==> src/rtl/pipe_stage_reg_pkg.sv <==
// Shared pipeline defines: hold/flush levels from the control unit, the NOP
// bubble encoding and the squash helper used by every pipeline boundary register.
package pipe_stage_reg_pkg;

    localparam int unsigned HOLD_W = 3;
    localparam int unsigned OCC_W  = 2;

    // Hold level at which the instruction-decode boundary is flushed
    localparam logic [HOLD_W-1:0] HOLD_ID = 3'd3;

    // addi x0, x0, 0 -- the canonical RISC-V NOP
    localparam logic [31:0] NOP_INST = 32'h0000_0013;

    // A boundary is squashed when the control unit's hold level reaches its threshold
    function automatic logic is_squash(input logic [HOLD_W-1:0] hold,
                                       input logic [HOLD_W-1:0] level);
        return hold >= level;
    endfunction

endpackage

==> src/rtl/pipe_stage_reg.sv <==
// Pipeline boundary register with valid/ready handshake and hold-driven squash.
// Invalid slots always carry the NOP bubble so downstream decode sees a NOP.
//
// Build option: PIPE_SKID_EN adds a skid entry behind the main register, giving
// a registered ready_o and full throughput; without it only the main register
// exists and ready_o is combinational.
//
// Ports:
//   clk         - clock, rising edge
//   rst         - asynchronous active-low reset
//   hold_flag_i - hold/flush level from the control unit
//   valid_i     - upstream payload valid
//   data_i      - upstream payload (concatenated bundle, DW bits)
//   ready_o     - stage accepts a payload this cycle
//   valid_o     - downstream payload valid
//   data_o      - downstream payload, NOP when not valid
//   ready_i     - downstream accepts a payload this cycle
//   occ_o       - number of payloads held (0..2)
module pipe_stage_reg
    import pipe_stage_reg_pkg::*;
#(
    parameter int unsigned       DW         = 32,
    parameter logic [31:0]       NOP_VAL    = NOP_INST,
    parameter logic [HOLD_W-1:0] HOLD_LEVEL = HOLD_ID
) (
    input  logic              clk,
    input  logic              rst,
    input  logic [HOLD_W-1:0] hold_flag_i,
    input  logic              valid_i,
    input  logic [DW-1:0]     data_i,
    output logic              ready_o,
    output logic              valid_o,
    output logic [DW-1:0]     data_o,
    input  logic              ready_i,
    output logic [OCC_W-1:0]  occ_o
);

    localparam logic [DW-1:0] NOP_DW = DW'(NOP_VAL);

    logic             squash;
    logic             up_xfer;
    logic             down_xfer;

    logic             main_valid_q, main_valid_d;
    logic [DW-1:0]    main_data_q,  main_data_d;
    logic [OCC_W-1:0] occ_q,        occ_d;

`ifdef PIPE_SKID_EN
    logic             skid_valid_q, skid_valid_d;
    logic [DW-1:0]    skid_data_q,  skid_data_d;
    logic             ready_q,      ready_d;
`else
    logic             rst_done_q;
`endif

    assign squash    = is_squash(hold_flag_i, HOLD_LEVEL);
    assign down_xfer = main_valid_q & ready_i;
    assign up_xfer   = valid_i & ready_o;

`ifdef PIPE_SKID_EN
    // Space is known a cycle ahead; squash still blocks acceptance immediately
    assign ready_o = ready_q & ~squash;
`else
    // rst_done_q keeps ready low until the first edge after reset release
    assign ready_o = rst_done_q & ~squash & (~main_valid_q | ready_i);
`endif

    assign valid_o = main_valid_q;
    assign data_o  = main_data_q;
    assign occ_o   = occ_q;

    // Next-state: pop the head on a downstream transfer, then place any new
    // payload in the first free slot. Empty slots are refilled with NOP.
    always_comb begin
        main_valid_d = main_valid_q;
        main_data_d  = main_data_q;
`ifdef PIPE_SKID_EN
        skid_valid_d = skid_valid_q;
        skid_data_d  = skid_data_q;
`endif

        if (squash) begin
            main_valid_d = 1'b0;
            main_data_d  = NOP_DW;
`ifdef PIPE_SKID_EN
            skid_valid_d = 1'b0;
            skid_data_d  = NOP_DW;
`endif
        end else begin
            if (down_xfer) begin
`ifdef PIPE_SKID_EN
                // Skid entry (or its NOP filler) advances into the main register
                main_valid_d = skid_valid_q;
                main_data_d  = skid_data_q;
                skid_valid_d = 1'b0;
                skid_data_d  = NOP_DW;
`else
                main_valid_d = 1'b0;
                main_data_d  = NOP_DW;
`endif
            end
            if (up_xfer) begin
`ifdef PIPE_SKID_EN
                if (!main_valid_d) begin
                    main_valid_d = 1'b1;
                    main_data_d  = data_i;
                end else begin
                    skid_valid_d = 1'b1;
                    skid_data_d  = data_i;
                end
`else
                main_valid_d = 1'b1;
                main_data_d  = data_i;
`endif
            end
        end

`ifdef PIPE_SKID_EN
        occ_d   = OCC_W'(main_valid_d) + OCC_W'(skid_valid_d);
        ready_d = (occ_d < OCC_W'(2));
`else
        occ_d   = OCC_W'(main_valid_d);
`endif
    end

    // State registers; reset drops every held payload at once
    always_ff @(posedge clk or negedge rst) begin
        if (!rst) begin
            main_valid_q <= 1'b0;
            main_data_q  <= NOP_DW;
            occ_q        <= '0;
`ifdef PIPE_SKID_EN
            skid_valid_q <= 1'b0;
            skid_data_q  <= NOP_DW;
            ready_q      <= 1'b0;
`else
            rst_done_q   <= 1'b0;
`endif
        end else begin
            main_valid_q <= main_valid_d;
            main_data_q  <= main_data_d;
            occ_q        <= occ_d;
`ifdef PIPE_SKID_EN
            skid_valid_q <= skid_valid_d;
            skid_data_q  <= skid_data_d;
            ready_q      <= ready_d;
`else
            rst_done_q   <= 1'b1;
`endif
        end
    end

endmodule
==> config.mk <==
export PLATFORM = sky130hd
export DESIGN_NAME = pipe_stage_reg
export DESIGN_NICKNAME = d
export VERILOG_FILES = /design/src/rtl/pipe_stage_reg_pkg.sv /design/src/rtl/pipe_stage_reg.sv
export SDC_FILE = /design/constraint.sdc
export NUM_CORES = 1
export LEC_CHECK = 0
export CAP_MARGIN = 20
export CORE_UTILIZATION = 44
export CTS_CLUSTER_SIZE = 25
export DETAILED_ROUTE_END_ITERATION = 8
export PLACE_DENSITY = 0.85
export SETUP_SLACK_MARGIN = 0.5
export SLEW_MARGIN = 15
export SYNTH_ARGS = -nofsm -noshare
export SYNTH_HDL_FRONTEND = slang
export SYNTH_SLANG_ARGS = --single-unit
==> constraint.sdc <==
create_clock -name clk -period 3.8 [get_ports clk]
set_clock_uncertainty 0.1 [all_clocks]
set_input_delay 1.14 -clock clk [delete_from_list [all_inputs] [get_ports clk]]
set_output_delay 1.14 -clock clk [all_outputs]
set_load 0.01 [all_outputs]
**After elaboration in Yosys (flattened, before gate mapping)**

Cells that the tools add are included.

- Order comparisons: 1
- Reductions and logical operators: 1
- Bitwise gates (word level): 7
- Multiplexer cells: 6

Operator list:

| operator | count |
|---|---|
| 32-bit 2-to-1 mux | 3 |
| 1-bit bitwise AND | 4 |
| 3-bit by 2-bit >= comparator with 1-bit output, second input constant | 1 |
| 1-bit 2-to-1 mux | 3 |
| 3-bit nonzero test | 1 |
| 1-bit inverter | 2 |
| 1-bit bitwise OR | 1 |

- Logic and storage cells: 18
- Flip-flop bits (word level): 34
- Bits of input ports: 39

**Longest topological paths before layout**

- Depth in word-level cells: 7
- Depth in mapped cells: 5
- Depth with buffers taken out: 3

**Worst setup path after synthesis**

Ideal clock, no wire load.

- Kind: input port to output port
- Start: input port hold_flag_i[1]
- End: output port ready_o
- Cell stages on the path: 2
- Setup slack: 1.082 ns
- Data required time: 2.560 ns
- Arrival: 1.478 ns
- Cell sequence: a21oi_2 and3_1

- Cells in the longest elaborated chain, start to end: 4

RTL lines:

| element | line | source |
|---|---|---|
| from (decl) | pipe_stage_reg.sv:28 | `input logic [HOLD_W-1:0] hold_flag_i,` |
| 3-bit by 2-bit >= comparator with 1-bit output | pipe_stage_reg_pkg.sv:17 | `return hold >= level;` |
| 1-bit inverter | pipe_stage_reg.sv:65 | `assign ready_o = rst_done_q & ~squash & (~main_valid_q \| ready_i);` |
| 1-bit bitwise AND (2 in series) | pipe_stage_reg.sv:65 |  |
| to (decl) | pipe_stage_reg.sv:31 | `output logic ready_o,` |

No other way between the ends.

**Worst setup path after layout**

Ends and elaborated chain as after synthesis.

==> impl_metrics.env <==
export IMPL_run_status="completed"
export IMPL_via_count=1224
export IMPL_ant_nets=0
export IMPL_cell_types_occupying_the_most_area_after_synthesis="sky130_fd_sc_hd__dfrtp_1 (49%), sky130_fd_sc_hd__mux2i_1 (18%), sky130_fd_sc_hd__nand2_1 (7.1%)"
export IMPL_post_synth_instance_area_um2=1580
export IMPL_total_power_uw=711
export IMPL_postSynthCellCount=145
export IMPL_distinct_cell_type_count_after_synthesis=19
export IMPL_tightestPinTransition_ns=0.700
export IMPL_die_area_um2=3840
export IMPL_post_synth_top_area_cell="sky130_fd_sc_hd__dfrtp_1"
export IMPL_core_rowCount=21
export IMPL_postSynthRegisterBits=34
export IMPL_vias_in_the_first_global_route=1283
export IMPL_critical_path_startpoint_type="input pin"
export IMPL_finalSetupViolations=0
export IMPL_rsz0062_at_grt="no"
export IMPL_layout_filler_cells=248
export IMPL_route_detailed_vias_per_inst=4.55
export IMPL_mostFrequentLayoutCells="sky130_fd_sc_hd__clkdlybuf4s50_1 (69), sky130_fd_sc_hd__dfrtp_1 (31), sky130_fd_sc_hd__nand2_1 (30)"
export IMPL_portBuffers=73
export IMPL_floorplan_core_area_um2=3390
export IMPL_detailed_router_s_first_iteration_violation_count=37
export IMPL_dr_pass1_iters=2
export IMPL_timing_max_cap_violations=0
export IMPL_ys_seq_area_frac=0.540
export IMPL_pre_cts_slack_ns=0.0660
export IMPL_worst_hold_path_num_cells=2
export IMPL_cts_sinks=34
export IMPL_cts_made_buffers=5
export IMPL_num_nets_final=261
export IMPL_worst_path_buf_inv=2
export IMPL_gpl_final_weighted_congestion=0.838
export IMPL_clock_fmax_ghz=0.308
export IMPL_cell_area_power_density_nw_per_um2=297
export IMPL_synth_warning_count=0
export IMPL_final_seq_area_um2=855
export IMPL_postCtsHoldBufs=0
export IMPL_critPathArrivalTime_ns=2.00
export IMPL_syn_area_per_cell_um2=10.9
export IMPL_final_period_utilization=0.854
export IMPL_cp_cell_sequence="clkdlybuf4s50_1, a21oi_2, and3_1, buf_2"
export IMPL_maxSlewViolCount=0
export IMPL_crit_required_ns=2.56
export IMPL_ctsHtreeMaxLevel=2
export IMPL_critical_path_max_stage_delay_ns=0.43
export IMPL_max_clock_path_buffers=2
export IMPL_cp_slowest_cell="sky130_fd_sc_hd__clkdlybuf4s50_1"
export IMPL_final_hold_viol_count=0
export IMPL_initial_utilization=0.467
export IMPL_n_antenna_cell=0
export IMPL_cp_class="input pin to output pin"
export IMPL_track_usage=0.200
export IMPL_tns_ns=0
export IMPL_multi_input_comb_area_um2=541
export IMPL_most_common_cell_after_layout_fill_and_taps_aside="sky130_fd_sc_hd__clkdlybuf4s50_1"
export IMPL_wl_per_cell_um=13.1
export IMPL_tritoncts="yes"
export IMPL_final_critical_path_setup_slack_ns=0.556
export IMPL_timing_critical_path_max_delay_family="buffers and inverters"
export IMPL_synth_top_area_share=0.491
export IMPL_layout_min_cycle_time_ns=3.24
export IMPL_global_route_wire_length_before_repair_um=5440
export IMPL_worstSetupPathDepth=4
export IMPL_irDropWorstVdd_mv=0.164
export IMPL_die_span_y_um=62.0
export IMPL_grt_start_max_net_pins=35
export IMPL_detailedPlacementHpwl_um=2630
export IMPL_setup_worst_path_end_class="output pin"
export IMPL_critical_path_max_fanout=2
export IMPL_wl_um=3520
export IMPL_floorplan_die_width_um=62.0
export IMPL_worst_hold_slack_ns=0.429
export IMPL_mappedNetlistNets=184
export IMPL_design_portCount=75
export IMPL_clock_tree_root_cell="sky130_fd_sc_hd__clkbuf_4"
export IMPL_leakagePower_uw=0.00111
export IMPL_globalRoute_totalOverflow=0
export IMPL_worst_setup_hold_path_clk_slew_ns=0.11
export IMPL_hold_path_class="flip-flop to flip-flop"
export IMPL_antenna_violations_before_repair=0
export IMPL_flow_area_growth_from_synthesis_pct=51.2
export IMPL_drive_above_1_share=0.0987
export IMPL_dpl_instance_area_um2=2330
export IMPL_fin_area_um2=2390
export IMPL_timing_reg2reg_worst_path_depth=4
export IMPL_worstSkewPairLatency_ns=0.32
export IMPL_drcViolationCount=0
export IMPL_slew_limit_headroom=0.533
-- registers in the layout, indices dropped and copies added (netlist names) --
name,flops
data_o,32
occ_o,1
rst_done_q,1
-- report_power, final --
| part | internal, uW | switching (uW) | total, uW |
|---|---|---|---|
| clock network | 72.6 | 122 | 195 |
| registers | 377 | 8.58 | 385 |
| logic | 78.4 | 52.3 | 131 |
-- cell usage after synthesis --
cell                       number
sky130_fd_sc_hd__a21oi_2        1
sky130_fd_sc_hd__conb_1         2
sky130_fd_sc_hd__nand2_1       30
sky130_fd_sc_hd__mux2i_1       29
sky130_fd_sc_hd__buf_2          1
sky130_fd_sc_hd__a21boi_0       1
sky130_fd_sc_hd__buf_6          3
sky130_fd_sc_hd__dfstp_2        3
sky130_fd_sc_hd__buf_12         1
sky130_fd_sc_hd__nand2b_1       3
sky130_fd_sc_hd__a221oi_2       1
sky130_fd_sc_hd__inv_1         29
sky130_fd_sc_hd__buf_4          4
sky130_fd_sc_hd__dfrtp_1       31
sky130_fd_sc_hd__and3_1         1
sky130_fd_sc_hd__mux2_4         1
sky130_fd_sc_hd__and4_4         1
sky130_fd_sc_hd__nand2b_4       1
sky130_fd_sc_hd__mux2_1         2
-- path summary, 6_finish.rpt --
path / start / end / slack [ns]
max in group asynchronous: rst / data_o[0] / 2.16
min: data_o[29] / data_o[29] / 0.43
max reg2reg: occ_o[0] / data_o[18] / 1.93
min in group asynchronous: rst / data_o[11] / 1.10
max: hold_flag_i[1] / ready_o / 0.56
min reg2reg: data_o[29] / data_o[29] / 0.43
-- worst reg2reg max path, cell delays in order, from the launching register on --
cell and delay (ns):
sky130_fd_sc_hd__dfrtp_1 0.47, sky130_fd_sc_hd__a221oi_4 0.65, sky130_fd_sc_hd__buf_4 0.35, sky130_fd_sc_hd__nand2_1 0.09, sky130_fd_sc_hd__mux2i_1 0.15
-- area by class of cell --
| cell class | instances | share of cell area |
|---|---|---|
| timing repair buffer | 79 | 0.324 |
| sequential | 34 | 0.357 |
| clock buffer | 6 | 0.0173 |
| tap | 46 | 0.0241 |
| clock inverter | 2 | 0.00576 |
| inverter | 29 | 0.0455 |
| multi-input combinational | 73 | 0.226 |
-- metal layers --
metal,global-route usage,share of wire,vias to the layer above
met5,0,0,-
met4,0.117,0.018,0
met3,0.0455,0.047,6
met2,0.366,0.52,45
met1,0.207,0.41,578
li1,-,-,595
-- per-stage QoR --
step                instances  utilization
floorplan                 145            -
global placement          260        0.687
detailed placement        260        0.687
CTS                       269        0.704
global route              269        0.705
finish                    269        0.705
-- repair_timing --
| action | in CTS | in global routing |
|---|---|---|
| cloned | 0 | 0 |
| hold endpoints to repair | 0 | 0 |
| endpoints found under the setup margin | 1 | 1 |
| pin swaps | 0 | 1 |
| buffers inserted | 1 | 0 |
| gates resized for setup | 5 | 2 |
-- kinds of logic after synthesis --
group                  after synthesis  synth area share
AOI/OAI and AO/OA                    3            0.0198
buffers and inverters               38             0.125
DFF                                 34             0.540
muxes                               32             0.207
other                                2           0.00475
and+or+nand+nor                     36             0.103
(Power assumes the default switching activity.)
